File: src/rtl/cluster_tx_formatter.sv
// Packs eight 14-bit clusters per bunch crossing into a 4-word, parity-protected link frame through a 2-entry frame buffer.
// Build macro CLUSTER_EMPTY_SUPPRESS_EN: all-invalid cluster sets without bc0 are not sent.
module cluster_tx_formatter (
  input  logic        clock4x,
  input  logic        reset,
  input  logic [13:0] cluster0,
  input  logic [13:0] cluster1,
  input  logic [13:0] cluster2,
  input  logic [13:0] cluster3,
  input  logic [13:0] cluster4,
  input  logic [13:0] cluster5,
  input  logic [13:0] cluster6,
  input  logic [13:0] cluster7,
  input  logic        bx_strobe,
  input  logic        bc0,
  input  logic        tx_ready,
  output logic [31:0] tx_data,
  output logic        tx_valid,
  output logic [11:0] bx_cnt,
  output logic [15:0] overflow_cnt
);
  localparam int unsigned SET_W = 113;
  localparam logic [11:0] BX_MAX = 12'd3563;

  // Stored set layout: {bc0, cluster7 .. cluster0}
  logic [SET_W-1:0] in_set;
  logic [SET_W-1:0] buf_q [2];
  logic             rd_ptr_q;
  logic             wr_ptr_q;
  logic [1:0]       count_q, count_d;
  logic [1:0]       word_q, word_d;
  logic [31:0]      tx_data_q, tx_data_d;
  logic             tx_valid_q, tx_valid_d;
  logic [11:0]      bx_cnt_q;
  logic [15:0]      ovf_q;
  logic             consume, free, full, keep, accept, drop, load;
  logic [SET_W-1:0] src_set;
  logic [1:0]       src_word;

  assign in_set = {bc0, cluster7, cluster6, cluster5, cluster4,
                   cluster3, cluster2, cluster1, cluster0};

`ifdef CLUSTER_EMPTY_SUPPRESS_EN
  logic [7:0] clu_valid;
  always_comb begin
    clu_valid = '0;
    for (int i = 0; i < 8; i++) begin
      clu_valid[i] = (in_set[14*i +: 11] < 11'd1536);
    end
  end
  assign keep = bc0 || (|clu_valid);
`else
  assign keep = 1'b1;
`endif

  function automatic logic [31:0] fmt_word(input logic [SET_W-1:0] s, input logic [1:0] k);
    logic [27:0] pair;
    pair = s[28*int'(k) +: 28];
    return {k, (k == 2'd0) && s[SET_W-1], ^pair, pair};
  endfunction

  always_comb begin
    consume    = tx_valid_q && tx_ready;
    free       = consume && (word_q == 2'd3);
    full       = (count_q == 2'd2);
    accept     = bx_strobe && keep && (!full || free);
    drop       = bx_strobe && keep && full && !free;
    count_d    = count_q + {1'b0, accept} - {1'b0, free};
    word_d     = word_q;
    tx_valid_d = tx_valid_q;
    tx_data_d  = tx_data_q;
    src_set    = buf_q[rd_ptr_q];
    src_word   = word_q + 2'd1;
    load       = 1'b0;
    // On the last word the next frame comes from the other entry, or straight from the input
    if (free) begin
      word_d   = 2'd0;
      src_word = 2'd0;
      if (full) begin
        src_set = buf_q[~rd_ptr_q];
        load    = 1'b1;
      end else if (accept) begin
        src_set = in_set;
        load    = 1'b1;
      end else begin
        tx_valid_d = 1'b0;
      end
    end else if (consume) begin
      word_d = word_q + 2'd1;
      load   = 1'b1;
    end else if (!tx_valid_q && accept) begin
      src_set  = in_set;
      src_word = 2'd0;
      load     = 1'b1;
    end
    if (load) begin
      tx_valid_d = 1'b1;
      tx_data_d  = fmt_word(src_set, src_word);
    end
  end

  always_ff @(posedge clock4x) begin
    if (reset) begin
      count_q    <= 2'd0;
      word_q     <= 2'd0;
      rd_ptr_q   <= 1'b0;
      wr_ptr_q   <= 1'b0;
      tx_valid_q <= 1'b0;
      tx_data_q  <= '0;
      bx_cnt_q   <= '0;
      ovf_q      <= '0;
    end else begin
      count_q    <= count_d;
      word_q     <= word_d;
      tx_valid_q <= tx_valid_d;
      tx_data_q  <= tx_data_d;
      if (accept) wr_ptr_q <= ~wr_ptr_q;
      if (free)   rd_ptr_q <= ~rd_ptr_q;
      if (bx_strobe) begin
        bx_cnt_q <= (bc0 || bx_cnt_q == BX_MAX) ? 12'd0 : bx_cnt_q + 12'd1;
      end
      if (drop && ovf_q != 16'hFFFF) ovf_q <= ovf_q + 16'd1;
    end
  end

  always_ff @(posedge clock4x) begin
    if (accept && !reset) buf_q[wr_ptr_q] <= in_set;
  end

  assign tx_data      = tx_data_q;
  assign tx_valid     = tx_valid_q;
  assign bx_cnt       = bx_cnt_q;
  assign overflow_cnt = ovf_q;
endmodule

File: config.mk
export PLATFORM = sky130hd
export DESIGN_NAME = cluster_tx_formatter
export DESIGN_NICKNAME = d
export VERILOG_FILES = /design/src/rtl/cluster_tx_formatter.sv
export SDC_FILE = /design/constraint.sdc
export NUM_CORES = 1
export LEC_CHECK = 0
export ABC_AREA = 1
export BUFFER_PORTS_ARGS = -buffer_cell sky130_fd_sc_hd__buf_2
export CORE_ASPECT_RATIO = 1.4
export CORE_MARGIN = 4
export CORE_UTILIZATION = 60
export CTS_BUF_LIST = sky130_fd_sc_hd__clkbuf_8
export DETAILED_ROUTE_END_ITERATION = 12
export PLACE_DENSITY_LB_ADDON = 0.3
export SYNTH_ARGS = -nofsm -noshare
export SYNTH_HDL_FRONTEND = slang
export SYNTH_SLANG_ARGS = --single-unit
File: constraint.sdc
create_clock -name clock4x -period 14.08 [get_ports clock4x]
set_input_delay 2.112 -clock clock4x [delete_from_list [all_inputs] [get_ports clock4x]]
set_output_delay 2.112 -clock clock4x [all_outputs]
set_load 0.02 [all_outputs]
* Yosys cells after proc, flatten, opt, wreduce, memory -nomap -nowiden
Memories as Yosys holds them, arrays and structs flattened. A register that Yosys moved wholly into a read port is not among the register bits.
Cells that the tools add are included.
** Operators by class
- Add/sub/neg operators :: 5
- Multipliers :: 1
- Divide/modulo/power cells :: 0
- $lt $le $gt $ge :: 0
- Equal/unequal tests :: 6
- Shift operators :: 1
- Multiplexer cells :: 22
- Bitwise operators :: 2
- Reductions and logical operators :: 20
** Operators by type and width (number)
- 113-bit 2-to-1 mux :: 5
- 113-bit by 8-bit variable part select with 28-bit output :: 1
- 28-bit parity :: 1
- 16-bit by 1-bit adder with 16-bit output, second input constant :: 1
- 16-bit inequality test, second input constant :: 1
- 1-bit 2-to-1 mux :: 13
- 12-bit by 1-bit adder with 12-bit output, second input constant :: 1
- 12-bit == test, second input constant :: 1
- 12-bit 2-to-1 mux :: 1
- 1-bit logical AND :: 9
- 2-bit 2-to-1 mux :: 3
- 3-bit by 2-bit multiplier with 5-bit output, first input constant :: 1
- 2-bit == test, second input constant :: 2
- 1-bit zero test :: 4
- 2-bit by 1-bit inequality test with 1-bit output, second input constant :: 2
- 3-bit AND reduction :: 1
- 2-bit by 1-bit adder with 2-bit output :: 1
- 2-bit by 1-bit adder with 2-bit output, second input constant :: 1
- 2-bit zero test :: 1
- 1-bit logical OR :: 2
- 1-bit NOT :: 2
- 2-bit nonzero test :: 1
- 2-bit OR reduction :: 1
- 2-bit by 1-bit subtractor with 2-bit output :: 1
** Word-level totals
- Register bits after elaboration :: 67
- Latch bits :: 0
- RAM bits :: 226
- Bits in read-only memories :: 0
- Bits of input ports :: 117
- Logic and storage cells :: 66
- Memories :: 1
** Memory list
- buf_q :: depth 2, bits a word 113, read ports 2, clocked after memory_dff 1, write ports 1, line 27 : logic [SET_W-1:0] buf_q [2];

* Depth between registers and ports, before layout
Gate-level depths: netlist of the first run.
- Depth in word-level cells :: 11
- Mapped depth :: 25
- Mapped depth without buffers :: 22

* Least setup slack after synthesis of the first run
No wires, ideal clock.
- Path kind :: input port to flip-flop
- Start point :: in reset
- End point :: mem buf_q[1][0] (enable)
- Arrival :: 10.216 ns
- Data required time :: 13.357 ns
- Setup slack :: 3.141 ns
- Stages :: 3
- Path buffers :: 2
- Cell sequence :: clkbuf_1 > clkbuf_1 > nor3_1
** On the way
- Longest elaborated chain between the ends :: 4
** RTL lines
- start, declared :: line 5 : input logic reset,
- 1-bit zero test :: line 127 : if (accept && !reset) buf_q[wr_ptr_q] <= in_set;
- 1-bit logical AND :: line 127
- 1-bit 2-to-1 mux :: line 127
- 1-bit 2-to-1 mux (implied by the code) :: line 127
- end, declared :: line 27
No other way between the ends.

* Worst setup path after layout of the first run
- Start point :: in bx_strobe
- End point :: mem buf_q[0][88] (enable)
** On the way
- Longest elaborated chain between the ends :: 4
** RTL lines
- start, declared :: line 14 : input logic bx_strobe,
- 1-bit logical AND :: line 66 : accept = bx_strobe && keep && (!full || free);
- 1-bit logical AND :: line 127
- 1-bit 2-to-1 mux :: line 127
- 1-bit 2-to-1 mux (implied by the code) :: line 127
No other way between the ends.

==> results.toml, run 1 <==
[global_routing]
grt_start_max_net_pins = 83
grt_use_total = 0.2689
grt_pass1_vias = 11761
grt_overflow = 0
grt_pass1_wl_mm = 57.63
antenna_found_initial = 3

[critical_path]
cp_max_fo = 63
rr_startpoint = "word_q[0]$_SDFFE_PP0P_"
crit_path_start = "bx_strobe"
cp-start-kind = "input pin"
path_depth = 8
crit_chain = "buf_2, buf_4, nand2_4, inv_1, nand2_1, nor2_4, buf_4, buf_4"
slowest_stage = "buf_4"
reg2reg_depth = 21
max_stage_delay_ns = 0.71
critPathCaptureType = "register"
worstSetupPathType = "in2reg"
crit_top_cell = "buf_4"
required_ns = 14.26
crit_family = "buffers and inverters"
path_buf_inv = 5
r2r_end = "tx_data[28]$_SDFFE_PP0P_"
reg2reg_slack_ns = 9.92
crit_path_end = "buf_q[0][88]$_DFFE_PP_"
arrival_ns = 4.93

[logic_synthesis]
postSynthCellCount = 1676
synth-seq-cells = 294
yosysWarnings = 0
synthTopCellsByArea = "edfxtp_1, nand2_1, dfxtp_1"
postSynthAreaPerCell_um2 = 8.543
yosysSeqAreaShare = 0.5690
synth_top_area_frac = 0.4740
ys_types = 41
synth_area_mm2 = 0.01432
synth_fp_nets = 1797
yosysTopAreaCell = "edfxtp_1"

[route]
avgViaCountPerCell = 5.655
first_pass_iters = 5
routed_wirelength_mm = 36.34
drt-initial-drc-count = 1139
ant_nets = 0
vias = 12232
routedWlPerCell_um = 16.80
drcViolationCount = 0

[floorplanning]
fp.dieW_um = 138.6
die_h_um = 190.8
io-pin-count = 178
core_mm2 = 0.02337
rows = 66
start_util = 0.6127
die-area_mm2 = 0.02644

[cts]
cts_buffers = 44
clkSlewWorstSetupHoldPaths_ns = 0.06
cts_hold_buf = 0
cts_root_buf = "clkbuf_8"
clockBufferDepth = 3
cts-resized-gates = 0
clkLatencyLatePin_ns = 0.56
clock_sinks = 294
htree_levels = 2
cts_post_setup_buffers_inserted = 0
cts_tree = "built"

[final_layout]
design_area_mm2 = 0.01611
regArea_mm2 = 0.008152
n_fill_cell = 1809
multi_input_area_mm2 = 0.005152
drive_above_1_share = 0.1519
area_delta_synth_final_pct = 12.49
final_nets = 1946

[min_path]
hold_class = "reg2reg"
hold_path_depth = 1

[placement]
place_area_mm2 = 0.01526
place.port_buffers = 177
dp_hpwl_mm = 23.39
place.gp.congestion = 0.8694

[sta]
fin_crit_ns = 4.747
finalCritPeriodShare = 0.3372
final_hold_viol_count = 0
rsz0062_at_grt = "no"
slew-limit-headroom = 0.2792
tightest_slew_ns = 1.081
fmax_mhz = 210.6
finalSetupViolCount = 0
finalSetupTns_ns = 0
drv_slew = 0
fin_skew_ns = 0.01907

[power_and_ir_drop]
power_leakage_uw = 0.006988
swShare = 0.2827
cellPowerDensity_mw_per_mm2 = 124.1
p_comb_frac = 0.164
p_switching_uw = 565.2
seqPwrFrac = 0.499
p_clk_frac = 0.337
ir_drop_uv = 109.5
p_int_uw = 1434

[run_status]
outcome = "finished clean"

[job]
maxCapViolCount = 0
logic make-up (layout without fill, tap and decap cells):
kind of cell    count (synthesis)  count (layout)  synth area share
fa+ha+maj                       4               4          0.003495
buf+inv                       244             424           0.07253
xor+xnor                        7               7          0.004282
other cells                     0               1                 0
simple gates                  920             920            0.2667
compound gates                207             207           0.08397
flops                         294             294            0.5690
state kept, by name, indices dropped and copies added, names as in the netlist, named ones only:
name / count
buf_q: 226
bx_cnt: 12
count_q: 2
overflow_cnt: 16
rd_ptr_q: 1
tx_data: 32
tx_valid: 1
word_q: 2
wr_ptr_q: 1
power groups by stage:
stage / Sequential, uW / Clock, uW / Combinational [uW]
detailed placement: 1020 / 0 / 321
global route: 1000 / 723 / 366
finish: 998 / 673 / 328
CTS: 997 / 683 / 323
floorplan: 1030 / 0 / 204
global placement: 1010 / 0 / 313
layer usage:
metal | vias up | track usage | part of all wire
li1 | 5869 | - | -
met1 | 5704 | 0.3173 | 0.38
met2 | 562 | 0.4812 | 0.50
met3 | 93 | 0.05168 | 0.083
met4 | 4 | 0.1133 | 0.037
met5 | - | 0 | 0.00061
layout by cell type, fill, tap and decap left out, types with 3 or more instances in the layout:
master	count
a21o_1	3
and2_1	5
buf_2	177
a41oi_1	11
inv_2	7
nor3_1	18
edfxtp_1	226
buf_4	14
nor2_1	105
or2_2	6
nor3b_1	3
bufinv_16	3
o21ai_0	61
nand2_1	585
clkinv_2	8
dfxtp_1	67
xor2_1	5
a21oi_1	88
nand3_1	180
inv_1	157
o211ai_1	25
a21oi_2	8
ha_1	4
clkbuf_8	45
a211oi_1	4
clkinv_1	10
final cells by class:
cell class | count | area share
Clock buffer | 45 | 0.03845
Inverter | 156 | 0.03636
Sequential cell | 294 | 0.5061
Tap cell | 306 | 0.02377
Antenna cell | 1 | 0.0001554
Timing Repair Buffer | 191 | 0.06152
Multi-Input combinational cell | 1138 | 0.3199
Clock inverter | 32 | 0.01375
synthesized netlist by cell type:
| cell type | count |
|---|---|
| buf_4 | 9 |
| o21ai_0 | 61 |
| nor4_1 | 2 |
| o21a_1 | 1 |
| o211ai_1 | 25 |
| nand3_1 | 180 |
| clkbuf_1 | 28 |
| buf_6 | 5 |
| edfxtp_1 | 226 |
| clkinv_1 | 2 |
| nor3b_1 | 3 |
| nor2_4 | 1 |
| a41oi_1 | 11 |
| dfxtp_1 | 68 |
| a32o_1 | 1 |
| buf_1 | 5 |
| a31oi_1 | 1 |
| buf_2 | 41 |
| a21oi_1 | 88 |
| inv_2 | 7 |
| a21oi_2 | 9 |
| a211oi_1 | 4 |
| inv_1 | 147 |
| nor3_1 | 19 |
| nand2_4 | 2 |
| nand3_4 | 2 |
| and3_1 | 2 |
| a22oi_1 | 1 |
| and2_1 | 5 |
| o21ai_1 | 2 |
| nand4_1 | 2 |
| or2_2 | 6 |
| or2_0 | 1 |
| ha_1 | 4 |
| nor2_2 | 2 |
| nor2_1 | 106 |
| xnor2_1 | 2 |
| xor2_1 | 5 |
| nand2_1 | 585 |
| a21o_1 | 3 |
| or2_1 | 2 |
how the worst min path moves through the flow:
stage	from	to
2_1_floorplan	wr_ptr_q$_SDFFE_PP0P_	wr_ptr_q$_SDFFE_PP0P_
3_3_place_gp	wr_ptr_q$_SDFFE_PP0P_	wr_ptr_q$_SDFFE_PP0P_
5_1_grt	overflow_cnt[14]$_SDFFE_PP0P_	overflow_cnt[14]$_SDFFE_PP0P_
4_1_cts	overflow_cnt[14]$_SDFFE_PP0P_	overflow_cnt[14]$_SDFFE_PP0P_
6_report	overflow_cnt[14]$_SDFFE_PP0P_	overflow_cnt[14]$_SDFFE_PP0P_
3_5_place_dp	overflow_cnt[14]$_SDFFE_PP0P_	overflow_cnt[14]$_SDFFE_PP0P_
stage by stage:
stage	total power, uW	std cells	setup slack (ns)	util	hold WS (ns)
after floorplan	1238	1676	3.141	-	0.4436
after global routing	2090	2163	9.209	0.6892	0.4996
after CTS	2003	2162	9.391	0.6891	0.4805
after detailed placement	1337	2085	8.811	0.6531	0.4659
after global placement	1326	2085	8.818	0.6531	0.4527
final	1999	2163	9.333	0.6892	0.4801
(Power assumes the default switching activity.)
==> run 2: changes to the inputs <==
==> constraint.sdc (replaced) <==
create_clock -name clock4x -period 4.84 [get_ports clock4x]
set_input_delay 0.726 -clock clock4x [delete_from_list [all_inputs] [get_ports clock4x]]
set_output_delay 0.726 -clock clock4x [all_outputs]
set_load 0.02 [all_outputs]
==> run 2 against run 1 <==
Effect of this change:
- clock-buffer cell count rose by 4
- sequential share of layout area fell by 0.56 points
- worst setup slack got worse by 7.7 ns
- critical path type is now reg2reg
==> results.toml, run 2 (same netlist as run 1, synthesis figures left out) <==
[final_layout]
drive_above_1_share = 0.1578
largest_reg_flops = 226
final_cell_mix = "nand2_1, edfxtp_1, nand3_1"
final_nets = 1954
area_delta_synth_final_pct = 13.75
n_fill_cell = 1744
fin_cells = 2177
final_common_cell = "nand2_1"
max_flop_register = "buf_q"

[sta]
finalSetupViolCount = 0
whs_ns = 0.3528
fmax_mhz = 312.4
fin_skew_ns = 0.02577
final_hold_viol_count = 0
rsz0062_at_grt = "no"
slew-limit-headroom = 0.3160
finalSetupTns_ns = 0
tightest_slew_ns = 1.026
fin_crit_ns = 3.201
fin_ws_ns = 1.639
drv_slew = 0
finalCritPeriodShare = 0.6613

[critical_path]
cp-start-kind = "register"
arrival_ns = 3.67
slowest_stage = "inv_2"
max_stage_delay_ns = 0.66
path_buf_inv = 4
crit_chain = "inv_2, buf_4, nand2_1, nand3_1, nand2_1, nand2_1, nand3_1, a21oi_2, nand2_1, nand2_1, nand2_1, nand2_1, nand2_1, nand2_1, nand2_1, nand2_1, inv_1, nand2_1, nand3_1, nand2_1, inv_1"
cp_max_fo = 45
worstSetupPathType = "reg2reg"
critPathCaptureType = "register"
crit_top_cell = "nand2_1"
crit_family = "simple AND/OR/NAND/NOR gates"
required_ns = 5.31

[route]
wl_met3_mm = 3.155
first_pass_iters = 6
top_layer = "met5"
drt-initial-drc-count = 1226
vias = 12212
avgViaCountPerCell = 5.610
routedWlPerCell_um = 17.26
dr_wl_met2_mm = 18.35
routed_wirelength_mm = 37.58
ant_nets = 0
drcViolationCount = 0
wl_met1_mm = 14.17

[power_and_ir_drop]
cellPowerDensity_mw_per_mm2 = 372.7
power_leakage_uw = 0.007086
ir_drop_uv = 364.7

[cts]
cts_hold_buf = 0
htree_levels = 2
clkLatencyLatePin_ns = 0.57
cts_root_buf = "clkbuf_8"
clock_sinks = 294
clockBufferDepth = 3
clkSlewWorstSetupHoldPaths_ns = 0.07
cts_tree = "built"
cts_post_setup_buffers_inserted = 0
cts_buffers = 46
cts-resized-gates = 0

[floorplanning]
io-pin-count = 178
die_h_um = 190.8
rows = 66
die-area_mm2 = 0.02644
core_mm2 = 0.02337
fp.dieW_um = 138.6
start_util = 0.6127

[run_status]
outcome = "finished clean"

[global_routing]
grt_pass1_vias = 11847
grt_start_max_net_pins = 92
grt_pass1_wl_mm = 59.60
antenna_found_initial = 2
grt_overflow = 0
grt_use_total = 0.2803

[placement]
place.gp.congestion = 0.8961
dp_hpwl_mm = 24.89
dp_slack_ns = 1.450
place.port_buffers = 177
place_inst = 2091

[min_path]
hold_class = "in2reg"
worstHoldStart = "cluster3[0]"

[job]
maxCapViolCount = 0
run 2: metal layers:
layer,GRT usage,vias to the layer above
li1,-,5879
met5,0,-
met1,0.3375,5607
met4,0.1411,2
met3,0.04992,137
met2,0.4859,587
run 2: final timing paths:
check,endpoint,slack (ns),depth (start not counted)
setup / recovery,tx_data[28]$_SDFFE_PP0P_,1.64,21
hold reg to reg,wr_ptr_q$_SDFFE_PP0P_,0.47,2
setup reg to reg,tx_data[28]$_SDFFE_PP0P_,1.64,21
hold / removal,buf_q[0][42]$_DFFE_PP_,0.35,1
run 2: area by class of cell:
type                    instances  area (um2)  share of cell area
repair buffers                197        1036             0.06360
diodes                          1       2.502           0.0001536
clock buffers                  49       674.4             0.04140
well taps                     306       382.9             0.02351
flip-flops and latches        294        8152              0.5005
multi-input cells            1138        5159              0.3167
inverters                     156       585.6             0.03595
clock inverters                36       296.5             0.01821
run 2: where the power goes:
part           leakage, uW  internal [uW]  switching [uW]
sequential         0.00263           2850            57.0
clock             0.000532           1220             995
combinational      0.00392            292             660
total              0.00709           4360            1710
run 2: worst register-to-register path: stages (launching register included):
cell,delay (ns)
dfxtp_4,0.35
inv_2,0.66
buf_4,0.49
nand2_1,0.12
nand3_1,0.09
nand2_1,0.06
nand2_1,0.05
nand3_1,0.13
a21oi_2,0.34
nand2_1,0.11
nand2_1,0.08
nand2_1,0.06
nand2_1,0.06
nand2_1,0.06
nand2_1,0.07
nand2_1,0.05
nand2_1,0.08
inv_1,0.04
nand2_1,0.05
nand3_1,0.06
nand2_1,0.08
inv_1,0.03
run 2: stage by stage:
step	total power (uW)	utilization	cell area, um2
after floorplan	3592	-	14330
after global placement	3869	0.6553	15310
after detailed placement	3898	0.6553	15310
after global routing	6335	0.6970	16290
final	6070	0.6970	16290
after CTS	6084	0.6969	16290
